**src/rtl/mem_stage_lsu_pkg.sv**
```systemverilog
// lsu_pkg: shared types and lane widths for the MEM-stage load/store unit
package lsu_pkg;
    typedef enum logic [1:0] {SZ_B = 2'b00, SZ_H = 2'b01, SZ_W = 2'b10} size_e;
    typedef enum logic [1:0] {ST_IDLE, ST_RD, ST_WR, ST_RESP} state_e;
    localparam int BYTE_W = 8;
    localparam int HALF_W = 16;
    localparam int WORD_W = 32;
endpackage

```
**src/rtl/mem_stage_lsu_if.sv**
```systemverilog
// mem_stage_lsu_if: word-addressed data-memory bus, LSU is master, memory is slave
interface mem_stage_lsu_if;
    logic [31:0] addr;
    logic [31:0] wdata;
    logic [31:0] rdata;
    logic read;
    logic write;
    modport master(output addr, read, write, wdata, input rdata);
    modport slave(input addr, read, write, wdata, output rdata);
endinterface

```
**src/rtl/mem_stage_lsu_align.sv**
```systemverilog
// lsu_align: little-endian lane extract/extend for loads and lane merge for stores
module lsu_align
    import lsu_pkg::*;
(
    input  logic [WORD_W-1:0] word,
    input  logic [1:0]        lane,
    input  logic [1:0]        size,
    input  logic              sgn,
    input  logic [WORD_W-1:0] wdata,
    output logic [WORD_W-1:0] load_data,
    output logic [WORD_W-1:0] merge_data
);
    logic [BYTE_W-1:0] b;
    logic [HALF_W-1:0] h;
    logic [WORD_W-1:0] mask;
    logic [WORD_W-1:0] ins;
    always_comb begin
        b = word[{lane, 3'b000} +: BYTE_W];
        h = word[{lane[1], 4'b0000} +: HALF_W];
        load_data = size == SZ_B ? {{(WORD_W-BYTE_W){sgn & b[BYTE_W-1]}}, b}
                  : size == SZ_H ? {{(WORD_W-HALF_W){sgn & h[HALF_W-1]}}, h}
                  : word;
        // replicate the store data into every lane, then keep only the addressed one
        mask = size == SZ_B ? 32'h0000_00FF << {lane, 3'b000}
             : size == SZ_H ? 32'h0000_FFFF << {lane[1], 4'b0000}
             : '1;
        ins = size == SZ_B ? {4{wdata[BYTE_W-1:0]}}
            : size == SZ_H ? {2{wdata[HALF_W-1:0]}}
            : wdata;
        merge_data = (word & ~mask) | (ins & mask);
    end
endmodule

```
**src/rtl/mem_stage_lsu.sv**
```systemverilog
// mem_stage_lsu: MEM-stage load/store unit driving a fixed-latency word memory, RMW for sub-word stores
module mem_stage_lsu
    import lsu_pkg::*;
#(
    parameter int MEM_LAT = 2,
    parameter int DEPTH   = 10
) (
    input  logic        clk,
    input  logic        reset,
    input  logic        req_valid,
    output logic        req_ready,
    input  logic        req_we,
    input  logic [1:0]  req_size,
    input  logic        req_signed,
    input  logic [31:0] req_addr,
    input  logic [31:0] req_wdata,
    output logic        resp_valid,
    output logic [31:0] resp_rdata,
    output logic        resp_err,
    output logic        stall,
    mem_stage_lsu_if.master mem
);
    localparam int CW = $clog2(MEM_LAT + 1);
    localparam logic [CW-1:0] LAT = CW'(MEM_LAT);
    state_e      state;
    logic [CW-1:0] cnt;
    logic [1:0]  lane;
    logic [1:0]  size;
    logic        sgn;
    logic        we;
    logic [31:0] wdata;
    logic [31:0] load_data;
    logic [31:0] merge_data;
    logic        err;
    logic        last;
    assign req_ready = state == ST_IDLE;
    assign stall = !req_ready;
    assign last = cnt == CW'(1);
    assign err = req_size == 2'b11
              || (req_size == SZ_H && req_addr[0])
              || (req_size == SZ_W && req_addr[1:0] != 2'b00)
              || req_addr[31:2] >= 30'(DEPTH);
    lsu_align u_align (
        .word(mem.rdata),
        .lane(lane),
        .size(size),
        .sgn(sgn),
        .wdata(wdata),
        .load_data(load_data),
        .merge_data(merge_data)
    );
    always_ff @(posedge clk or posedge reset) begin
        if (reset) begin
            state <= ST_IDLE;
            cnt <= '0;
            lane <= '0;
            size <= '0;
            sgn <= 1'b0;
            we <= 1'b0;
            wdata <= '0;
            resp_valid <= 1'b0;
            resp_rdata <= '0;
            resp_err <= 1'b0;
            mem.addr <= '0;
            mem.read <= 1'b0;
            mem.write <= 1'b0;
            mem.wdata <= '0;
        end else begin
            case (state)
                ST_IDLE: if (req_valid) begin
                    lane <= req_addr[1:0];
                    size <= req_size;
                    sgn <= req_signed;
                    we <= req_we;
                    wdata <= req_wdata;
                    mem.addr <= {2'b00, req_addr[31:2]};
                    cnt <= LAT;
                    if (err) begin
                        state <= ST_RESP;
                        resp_valid <= 1'b1;
                        resp_err <= 1'b1;
                    end else if (req_we && req_size == SZ_W) begin
                        state <= ST_WR;
                        mem.write <= 1'b1;
                        mem.wdata <= req_wdata;
                    end else begin
                        state <= ST_RD;
                        mem.read <= 1'b1;
                    end
                end
                // a store reaching RD is always sub-word, so the read feeds the merge
                ST_RD: if (last) begin
                    mem.read <= 1'b0;
                    if (we) begin
                        state <= ST_WR;
                        mem.write <= 1'b1;
                        mem.wdata <= merge_data;
                        cnt <= LAT;
                    end else begin
                        state <= ST_RESP;
                        resp_valid <= 1'b1;
                        resp_rdata <= load_data;
                    end
                end else cnt <= cnt - 1'b1;
                ST_WR: if (last) begin
                    mem.write <= 1'b0;
                    state <= ST_RESP;
                    resp_valid <= 1'b1;
                end else cnt <= cnt - 1'b1;
                default: begin
                    state <= ST_IDLE;
                    resp_valid <= 1'b0;
                    resp_err <= 1'b0;
                    resp_rdata <= '0;
                end
            endcase
        end
    end
endmodule

```
**src/flat_wrapper.sv**
```systemverilog
// flat-port wrapper written by rule: the top's interface ports become plain ports
module mem_stage_lsu_flat import lsu_pkg::*;
#(
    parameter int MEM_LAT = 2,
    parameter int DEPTH   = 10
)
  (clk, reset, req_valid, req_ready, req_we, req_size, req_signed, req_addr, req_wdata, resp_valid, resp_rdata, resp_err, stall, mem_addr, mem_read, mem_write, mem_wdata, mem_rdata);
  mem_stage_lsu_if mem_i ();
  input  logic clk;
  input  logic reset;
  input  logic req_valid;
  output logic req_ready;
  input  logic req_we;
  input  logic [1:0] req_size;
  input  logic req_signed;
  input  logic [31:0] req_addr;
  input  logic [31:0] req_wdata;
  output logic resp_valid;
  output logic [31:0] resp_rdata;
  output logic resp_err;
  output logic stall;
  output wire logic [$bits(mem_i.addr)-1:0] mem_addr;
  output wire logic [$bits(mem_i.read)-1:0] mem_read;
  output wire logic [$bits(mem_i.write)-1:0] mem_write;
  output wire logic [$bits(mem_i.wdata)-1:0] mem_wdata;
  input wire logic [$bits(mem_i.rdata)-1:0] mem_rdata;
  assign mem_addr = mem_i.addr;
  assign mem_read = mem_i.read;
  assign mem_write = mem_i.write;
  assign mem_wdata = mem_i.wdata;
  assign mem_i.rdata = mem_rdata;
  mem_stage_lsu #(.MEM_LAT(MEM_LAT), .DEPTH(DEPTH)) u_core (.clk(clk), .reset(reset), .req_valid(req_valid), .req_ready(req_ready), .req_we(req_we), .req_size(req_size), .req_signed(req_signed), .req_addr(req_addr), .req_wdata(req_wdata), .resp_valid(resp_valid), .resp_rdata(resp_rdata), .resp_err(resp_err), .stall(stall), .mem(mem_i));
endmodule
```
**config.mk**
```make
export PLATFORM = sky130hd
export DESIGN_NAME = mem_stage_lsu_flat
export DESIGN_NICKNAME = d
export VERILOG_FILES = /design/src/rtl/mem_stage_lsu_pkg.sv /design/src/rtl/mem_stage_lsu_if.sv /design/src/rtl/mem_stage_lsu_align.sv /design/src/rtl/mem_stage_lsu.sv /design/src/flat_wrapper.sv
export SDC_FILE = /design/constraint.sdc
export NUM_CORES = 1
export LEC_CHECK = 0
export BUFFER_PORTS_ARGS = -buffer_cell sky130_fd_sc_hd__buf_4
export CAP_MARGIN = 20
export CORE_MARGIN = 2
export CORE_UTILIZATION = 52
export DETAILED_ROUTE_END_ITERATION = 7
export PLACE_DENSITY = 0.82
export SLEW_MARGIN = 20
export SYNTH_ARGS = -nofsm -noshare
export SYNTH_HDL_FRONTEND = slang
export SYNTH_SLANG_ARGS = --single-unit
```
**constraint.sdc**
```tcl
create_clock -name clk -period 4.9 [get_ports clk]
set_input_delay 0.735 -clock clk [delete_from_list [all_inputs] [get_ports clk]]
set_output_delay 0.735 -clock clk [all_outputs]
set_load 0.1 [all_outputs]
```
==> results of run 1 <==
[cells in the final DEF, fill, tap and decap left out, types with 3 or more instances in the layout]
master	Yosys	layout
ha_1	6	6
a31oi_1	9	9
o21ai_0	37	37
o22ai_1	10	10
bufinv_16	0	4
clkinv_2	0	4
a21oi_4	2	3
a221o_1	18	18
nand3_1	7	7
mux2_2	114	114
clkbuf_16	0	17
a22oi_1	6	6
a22o_1	8	8
dfrtp_1	140	139
buf_4	2	208
inv_1	11	10
nand2_1	49	48
a2bb2oi_1	8	8
nor3b_1	3	3
nor4_1	6	6
o211ai_1	9	9
mux2i_1	44	44
a21oi_1	14	14
clkbuf_8	0	4
nor2_1	25	24
[layout make-up]
class,instances,area share (%)
inverters,13,0.577
flip-flops and latches,140,37.6
multi-input cells,409,35.8
well taps,176,2.36
clock buffers,21,5.15
clock inverters,11,1.76
repair buffers,208,16.7
[path summary, 6_finish.rpt]
check / to / slack (ns) / depth (start not counted) / startpoint
worst max register to register: u_core.resp_rdata[17] / 1.87 / 6 / u_core.state[1]
worst max-delay path: u_core.resp_rdata[17] / 1.87 / 6 / u_core.state[1]
worst min register to register: u_core.resp_rdata[4] / 0.49 / 2 / u_core.resp_rdata[4]
worst min-delay path: u_core.mem.addr[20] / 0.49 / 2 / reset
max in group asynchronous: u_core.mem.wdata[26] / 3.32 / 3 / reset
min in group clk: u_core.resp_rdata[4] / 0.49 / 2 / u_core.resp_rdata[4]
[flip-flops by register name, indices dropped and copies added, names as in the netlist]
name,count
u_core.mem.addr,30
u_core.lane,2
u_core.mem.wdata,32
u_core.resp_rdata,32
u_core.wdata,32
u_core.we,1
u_core.mem.write,1
u_core.resp_valid,1
u_core.mem.read,1
u_core.state,2
u_core.resp_err,1
u_core.size,2
u_core.sgn,1
u_core.cnt,2
[through the flow]
step | instances | hold slack (ns) | utilization [%] | cell area, µm²
2_1_floorplan | 601 | 0.474 | - | 7070
3_5_place_dp | 946 | 0.477 | 65.5 | 8670
3_3_place_gp | 946 | 0.471 | 65.4 | 8670
6_report | 978 | 0.489 | 70.4 | 9320
5_1_grt | 978 | 0.516 | 70.4 | 9320
4_1_cts | 978 | 0.489 | 70.4 | 9320
[logic make-up after synthesis]
family,count (synthesis),share of synthesized area (%)
muxes,162,25.2
buffers and inverters,52,3.51
DFF,140,49.6
adders and majority gates,6,1.06
other,1,0.0531
and+or+nand+nor,103,6.64
AOI/OAI and AO/OA,136,13.9
[synthesized netlist by cell type (all sizes together) (3+ instances only)]
master / instances / area [µm²]
nor4: 6 / 37.5
dfrtp: 140 / 3500
buf: 20 / 128
nor3b: 3 / 22.5
a21oi: 18 / 120
nor3: 3 / 26.3
mux2i: 45 / 454
a22oi: 6 / 45.0
a2bb2oi: 8 / 70.1
inv: 11 / 41.3
ha: 6 / 75.1
o21ai: 38 / 190
a31oi: 9 / 56.3
o22ai: 10 / 62.6
o211ai: 9 / 67.6
a221o: 18 / 180
nand3: 7 / 35.0
mux2: 116 / 1310
nand2: 49 / 184
a22o: 8 / 70.1
nor2: 25 / 93.8
clkbuf: 19 / 71.3
[routing by layer]
layer / share of wire (%) / global-route usage (%) / up-vias
met5: 0 / 0 / -
met4: 3.0 / 11.6 / 0
met3: 9.5 / 7.74 / 43
met2: 48 / 45.4 / 305
met1: 39 / 36.2 / 2857
li1: - / - / 2599
==> flow_metrics.tcl, run 1 <==
set metrics [dict create \
    status "finished, final reports clean" \
    max_freq_ghz 0.330 \
    tns_ns 0 \
    synth_cell_types 51 \
    min_path_type "in -> async" \
    place.gp.congestion 0.863 \
    synth_edf_count 0 \
    async_flop_share_pct 100 \
    start_kind "register" \
    die_w_um 121 \
    place_ws_ns 1.88 \
    netlist_instances 600 \
    rsz0062_at_grt "false" \
    hold_buffers 0 \
    core_area_um2 13200 \
    clock_path_buffers 2 \
    dr.pass1.iters 5 \
    crit_slowest_cell "a2111oi_4" \
    hold_viol_final 0 \
    overflow 0 \
    timing.final.ws_setup_ns 1.87 \
    worstPathMaxFanout 29 \
    cts_sinks 140 \
    grt_pass1_vias 5776 \
    cp-end-kind "register" \
    cts_tree "built" \
    finalNetCount 898 \
    ys_seq_elements 140 \
    ant_nets 0 \
    dieArea_um2 14500 \
    synth_ff_type "dfrtp_1" \
    drive_above_1_share_pct 45.9 \
    multi_input_area_um2 3340 \
    antenna_found_initial 0 \
    maxCapViolations 0 \
    finClkSkew_ns 0.00998 \
    required_ns 5.25 \
    fin_crit_sh_pct 61.8 \
    final-max-slew-violation-count 0 \
    num_rows 42 \
    root_buffer "clkbuf_16" \
    diodes 0 \
    wire_per_inst_um 20.3 \
    synth_area_per_cell_um2 11.8 \
    ys_seq_area_share_pct 49.6 \
    start_util_pct 53.3 \
    clkTransAtPathRegs_ns 0.06 \
    crit_family "compound AO/OA/AOI/OAI gates" \
    seq_area_um2 3500 \
    cts_inserted_buffers 17 \
    synthToLayoutAreaGrowth_pct 32.0 \
    max_stage_delay_ns 0.99 \
    relSlewSlack_pct 26.7 \
    place.detailed.hpwl_um 14700 \
    grt_pass1_wl_um 31300 \
    tightest_slew_ns 1.10 \
    vias_per_cell 5.93 \
    drtIter0Drc 455 \
    drc 0 \
    path_cells "inv_1, ha_1, buf_4, nand3_1, a2111oi_4, a221o_1" \
    track_usage_pct 28.2 \
    setup_viol 0 \
    die_y_um 121 \
    nFillCells 974 \
    grt_max_degree 103 \
    htreeDepth 4 \
    criticalPathCategory "reg -> reg" \
    ioPinCount 205 \
    port_buffers 202 \
    wl_um 19900 \
    fin_crit_ns 3.03 \
    mappedNetlistArea_um2 7060 \
    path_buf_inv 2 \
    arrival_ns 3.38 \
    synth.yosys.warnings 0 \
    vias 5804 \
    cts_resized 0 \
    worstSkewPairLatency_ns 0.43 \
    postCtsSetupRepairBufs 0 \
]
Power of run 1 is not shown: default switching activity piles up to over one toggle a cycle in this logic, so the estimate is an artifact.
==> run 2, diff against run 1 <==
--- a/config.mk
+++ b/config.mk
@@ -8,9 +8,9 @@
 export BUFFER_PORTS_ARGS = -buffer_cell sky130_fd_sc_hd__buf_4
 export CAP_MARGIN = 20
 export CORE_MARGIN = 2
-export CORE_UTILIZATION = 52
+export CORE_UTILIZATION = 47
 export DETAILED_ROUTE_END_ITERATION = 7
-export PLACE_DENSITY = 0.82
+export PLACE_DENSITY = 0.78
 export SLEW_MARGIN = 20
 export SYNTH_ARGS = -nofsm -noshare
 export SYNTH_HDL_FRONTEND = slang
==> constraint.sdc (replaced) <==
create_clock -name clk -period 2.7 [get_ports clk]
set_input_delay 0.405 -clock clk [delete_from_list [all_inputs] [get_ports clk]]
set_output_delay 0.405 -clock clk [all_outputs]
set_load 0.1 [all_outputs]
==> run 2 against run 1 <==
Effect of this change:
- worst hold slack worse by 0.38 ns
- largest cell class unchanged
- fmax up 21%
- die area up 10%
==> flow_metrics.tcl, run 2 (synthesis results as in run 1) <==
set metrics [dict create \
    relSlewSlack_pct 27.3 \
    die_w_um 127 \
    final-max-slew-violation-count 0 \
    status "finished, final reports clean" \
    wire_per_inst_um 20.6 \
    rsz0062_at_grt "false" \
    tns_ns 0 \
    r2r_start "u_core.state[0]" \
    antenna_found_initial 0 \
    grt_max_degree 71 \
    min_path_type "in -> async" \
    num_rows 44 \
    diodes 0 \
    start_kind "register" \
    start_util_pct 48.4 \
    ioPinCount 205 \
    port_buffers 202 \
    vias 5807 \
    ant_nets 0 \
    required_ns 3.00 \
    setup_viol 0 \
    fin_crit_sh_pct 93.0 \
    nFillCells 1136 \
    hold_buffers 0 \
    htreeDepth 4 \
    cp-end-kind "register" \
    drive_above_1_share_pct 46.5 \
    seq_area_um2 3500 \
    cts_tree "built" \
    cts_resized 0 \
    synthToLayoutAreaGrowth_pct 33.6 \
    layout_commonest_cell "buf_4" \
    finClkSkew_ns 0.00848 \
    die_y_um 127 \
    worstPathMaxFanout 32 \
    maxCapViolations 0 \
    vias_per_cell 5.84 \
    final_cell_mix "buf_4, dfrtp_1, mux2_2, nand2_1, mux2i_1" \
    drc 0 \
    worstSkewPairLatency_ns 0.42 \
    dr.pass1.iters 5 \
    r2r_slack_ns 0.19 \
    place.detailed.hpwl_um 15300 \
    core_area_um2 14600 \
    place.gp.congestion 0.924 \
    arrival_ns 2.81 \
    grt_pass1_vias 5913 \
    dieArea_um2 16000 \
    rr_worst_depth 7 \
    clkTransAtPathRegs_ns 0.06 \
    cts_sinks 140 \
    drtIter0Drc 541 \
    overflow 0 \
    grt_pass1_wl_um 31900 \
    r2r-end "u_core.mem.wdata[1]" \
    postCtsSetupRepairBufs 0 \
    track_usage_pct 25.7 \
    hold_viol_final 0 \
    clock_path_buffers 2 \
    wl_um 20400 \
    finalNetCount 907 \
    max_freq_ghz 0.398 \
    top_regs "u_core.mem.wdata (32), u_core.resp_rdata (32), u_core.wdata (32)" \
    multi_input_area_um2 3340 \
    criticalPathCategory "reg -> reg" \
    fin_crit_ns 2.51 \
    tightest_slew_ns 1.09 \
    cts_inserted_buffers 17 \
    root_buffer "clkbuf_16" \
]
==> run 2: layout make-up <==
type / count / area share (%)
sequential: 140 / 37.1
multi-input combinational: 409 / 35.4
timing repair buffer: 217 / 17.7
clock buffer: 20 / 4.95
tap: 184 / 2.44
clock inverter: 11 / 1.75
inverter: 13 / 0.597
==> run 2: worst max-delay path by stage <==
stage | start | end
4_1_cts | u_core.state[0] | u_core.mem.wdata[1]
2_1_floorplan | u_core.state[1] | u_core.mem.wdata[0]
3_3_place_gp | req_addr[12] | u_core.mem.wdata[22]
6_report | u_core.state[0] | u_core.mem.wdata[1]
3_5_place_dp | req_addr[12] | u_core.mem.wdata[22]
5_1_grt | u_core.state[0] | u_core.mem.wdata[12]
==> run 2: stage by stage <==
stage | hold slack, ns | instances | instance area, µm² | setup WS, ns | utilization, %
after global routing | 0.144 | 994 | 9430 | 0.0110 | 64.6
after detailed placement | 0.484 | 963 | 8800 | 0.200 | 60.3
after global placement | 0.469 | 963 | 8800 | 0.227 | 60.3
final | 0.111 | 994 | 9430 | 0.189 | 64.6
after CTS | 0.115 | 994 | 9430 | 0.182 | 64.6
after floorplan | 0.474 | 601 | 7100 | 0.00383 | -
==> run 2: layer usage <==
layer  routed length, µm  track usage [%]  share of wire, %
met1                8200             32.3                40
met2                9890             41.6                48
met3                1900             8.73               9.3
met4                 447             9.05               2.2
met5                   0                0                 0
==> run 2: critical path: stages, from the launching register on <==
cell      delay [ns]
dfrtp_1         0.42
inv_1           0.13
ha_4            0.22
nand2b_1        0.13
o21ai_0         0.10
a211oi_1        0.10
a21oi_4         0.87
mux2_2          0.42
Power of run 2 is left out for the same reason.
==> run 3, diff against run 2 <==
--- a/config.mk
+++ b/config.mk
@@ -8,9 +8,10 @@
 export BUFFER_PORTS_ARGS = -buffer_cell sky130_fd_sc_hd__buf_4
 export CAP_MARGIN = 20
 export CORE_MARGIN = 2
-export CORE_UTILIZATION = 47
+export CORE_UTILIZATION = 49
+export CTS_BUF_LIST = sky130_fd_sc_hd__clkbuf_4 sky130_fd_sc_hd__clkbuf_8
 export DETAILED_ROUTE_END_ITERATION = 7
-export PLACE_DENSITY = 0.78
+export PLACE_DENSITY = 0.81
 export SLEW_MARGIN = 20
 export SYNTH_ARGS = -nofsm -noshare
 export SYNTH_HDL_FRONTEND = slang
==> run 3 against run 2 <==
Effect of this change:
- setup slack worse by 0.016 ns
- critical path type unchanged
- core utilization up 1.4 points
- sequential share of layout area up 0.76 points
==> flow_metrics.tcl, run 3 (synthesis results as in run 1) <==
set metrics [dict create \
    antenna_found_initial 0 \
    nFillCells 1073 \
    fin_crit_ns 2.53 \
    cp-end-kind "register" \
    final_cell_area_um2 9240 \
    relSlewSlack_pct 27.0 \
    cts_sinks 140 \
    clkTransAtPathRegs_ns 0.08 \
    grt_pass1_wl_um 30600 \
    ioPinCount 205 \
    path_cells "inv_1, ha_4, nand2b_1, o21ai_0, a211oi_1, a21oi_4, mux2_2" \
    final_cell_mix "buf_4, dfrtp_1, mux2_2, nand2_1, mux2i_1" \
    arrival_ns 2.87 \
    max_freq_ghz 0.396 \
    track_usage_pct 26.5 \
    place_area_um2 8800 \
    overflow 0 \
    drc 0 \
    start_kind "register" \
    ant_nets 0 \
    top_regs "u_core.mem.wdata (32), u_core.resp_rdata (32), u_core.wdata (32)" \
    wire_per_inst_um 19.8 \
    drive_above_1_share_pct 46.9 \
    clock_path_buffers 2 \
    tightest_slew_ns 1.09 \
    maxCapViolations 0 \
    status "finished, final reports clean" \
    min_path_type "in -> async" \
    grt_max_degree 49 \
    synthToLayoutAreaGrowth_pct 30.9 \
    finClkSkew_ns 0.00913 \
    place_ws_ns 0.141 \
    num_rows 43 \
    root_buffer "clkbuf_8" \
    start_util_pct 50.5 \
    timing.final.ws_setup_ns 0.173 \
    vias 5814 \
    postCtsSetupRepairBufs 0 \
    required_ns 3.04 \
    place.gp.congestion 0.880 \
    finalNetCount 910 \
    dieArea_um2 15400 \
    final-max-slew-violation-count 0 \
    layout_commonest_cell "buf_4" \
    core_area_um2 14000 \
    fin_hold_ws_ns 0.0170 \
    die_w_um 124 \
    rsz0062_at_grt "false" \
    cts_inserted_buffers 17 \
    die_y_um 124 \
    cts_tree "built" \
    worstSkewPairLatency_ns 0.46 \
    place.detailed.hpwl_um 15200 \
    wl_um 19700 \
    drtIter0Drc 512 \
    hold_viol_final 0 \
    diodes 0 \
    port_buffers 202 \
    vias_per_cell 5.85 \
    grt_pass1_vias 5833 \
    worstPathMaxFanout 32 \
    crit_slowest_cell "a21oi_4" \
    htreeDepth 4 \
    max_stage_delay_ns 0.87 \
    fin_crit_sh_pct 93.6 \
    tns_ns 0 \
    dr.pass1.iters 7 \
    criticalPathCategory "reg -> reg" \
    setup_viol 0 \
]
==> run 3: cell types whose count changed in the layout (fill, tap and decap cells not counted), sizes merged <==
cell / before / now
buf: 217 / 220
bufinv: 4 / 3
clkbuf: 20 / 22
clkinvlp: 3 / 4
inv: 10 / 9
==> run 3: path summary, 6_finish.rpt <==
kind	start	endpoint	slack, ns	cells after the start
setup / recovery	u_core.state[1]	u_core.mem.wdata[4]	0.17	7
hold / removal	reset	u_core.wdata[15]	0.02	2
setup reg to reg	u_core.state[1]	u_core.mem.wdata[4]	0.17	7
hold reg to reg	u_core.resp_rdata[1]	u_core.resp_rdata[1]	0.48	2
max in group asynchronous	reset	u_core.mem.wdata[4]	2.02	3
min in group clk	req_signed	u_core.sgn	0.17	2
==> run 3: repair_timing <==
action,CTS,global route
hold buffers,0,0
resized for setup,0,1
endpoints found under the setup margin,0,5
==> run 3: area by class of cell <==
class	instances	area [µm²]	area share, %
Clock inverter	10	138	1.49
Sequential cell	140	3500	37.9
Multi-Input combinational cell	409	3350	36.2
Timing Repair Buffer	220	1680	18.1
Inverter	13	56.3	0.609
Tap cell	180	225	2.44
Clock buffer	22	297	3.21
==> run 3: critical path, delay by kind of cell, from the launching register on <==
| family | cells | cell delay (ns) |
|---|---|---|
| buffers and inverters | 1 | 0.13 |
| adders and majority gates | 1 | 0.23 |
| and+or+nand+nor | 1 | 0.12 |
| muxes | 1 | 0.42 |
| AOI/OAI and AO/OA | 3 | 1.07 |
| DFF | 1 | 0.42 |
==> run 3: metrics by stage <==
step           instances  util [%]
6_report             994      66.1
5_1_grt              994      66.1
4_1_cts              994      66.0
3_5_place_dp         962      62.9
3_3_place_gp         962      62.9
2_1_floorplan        601         -
==> run 3: metal layers <==
| metal | part of all wire (%) | track usage, % | vias up |
|---|---|---|---|
| met5 | 0 | 0 | - |
| met4 | 3.1 | 10.9 | 0 |
| met3 | 9.3 | 8.20 | 52 |
| met2 | 47 | 42.4 | 289 |
| met1 | 40 | 33.4 | 2847 |
| li1 | - | - | 2626 |
Power of run 3 is left out for the same reason.
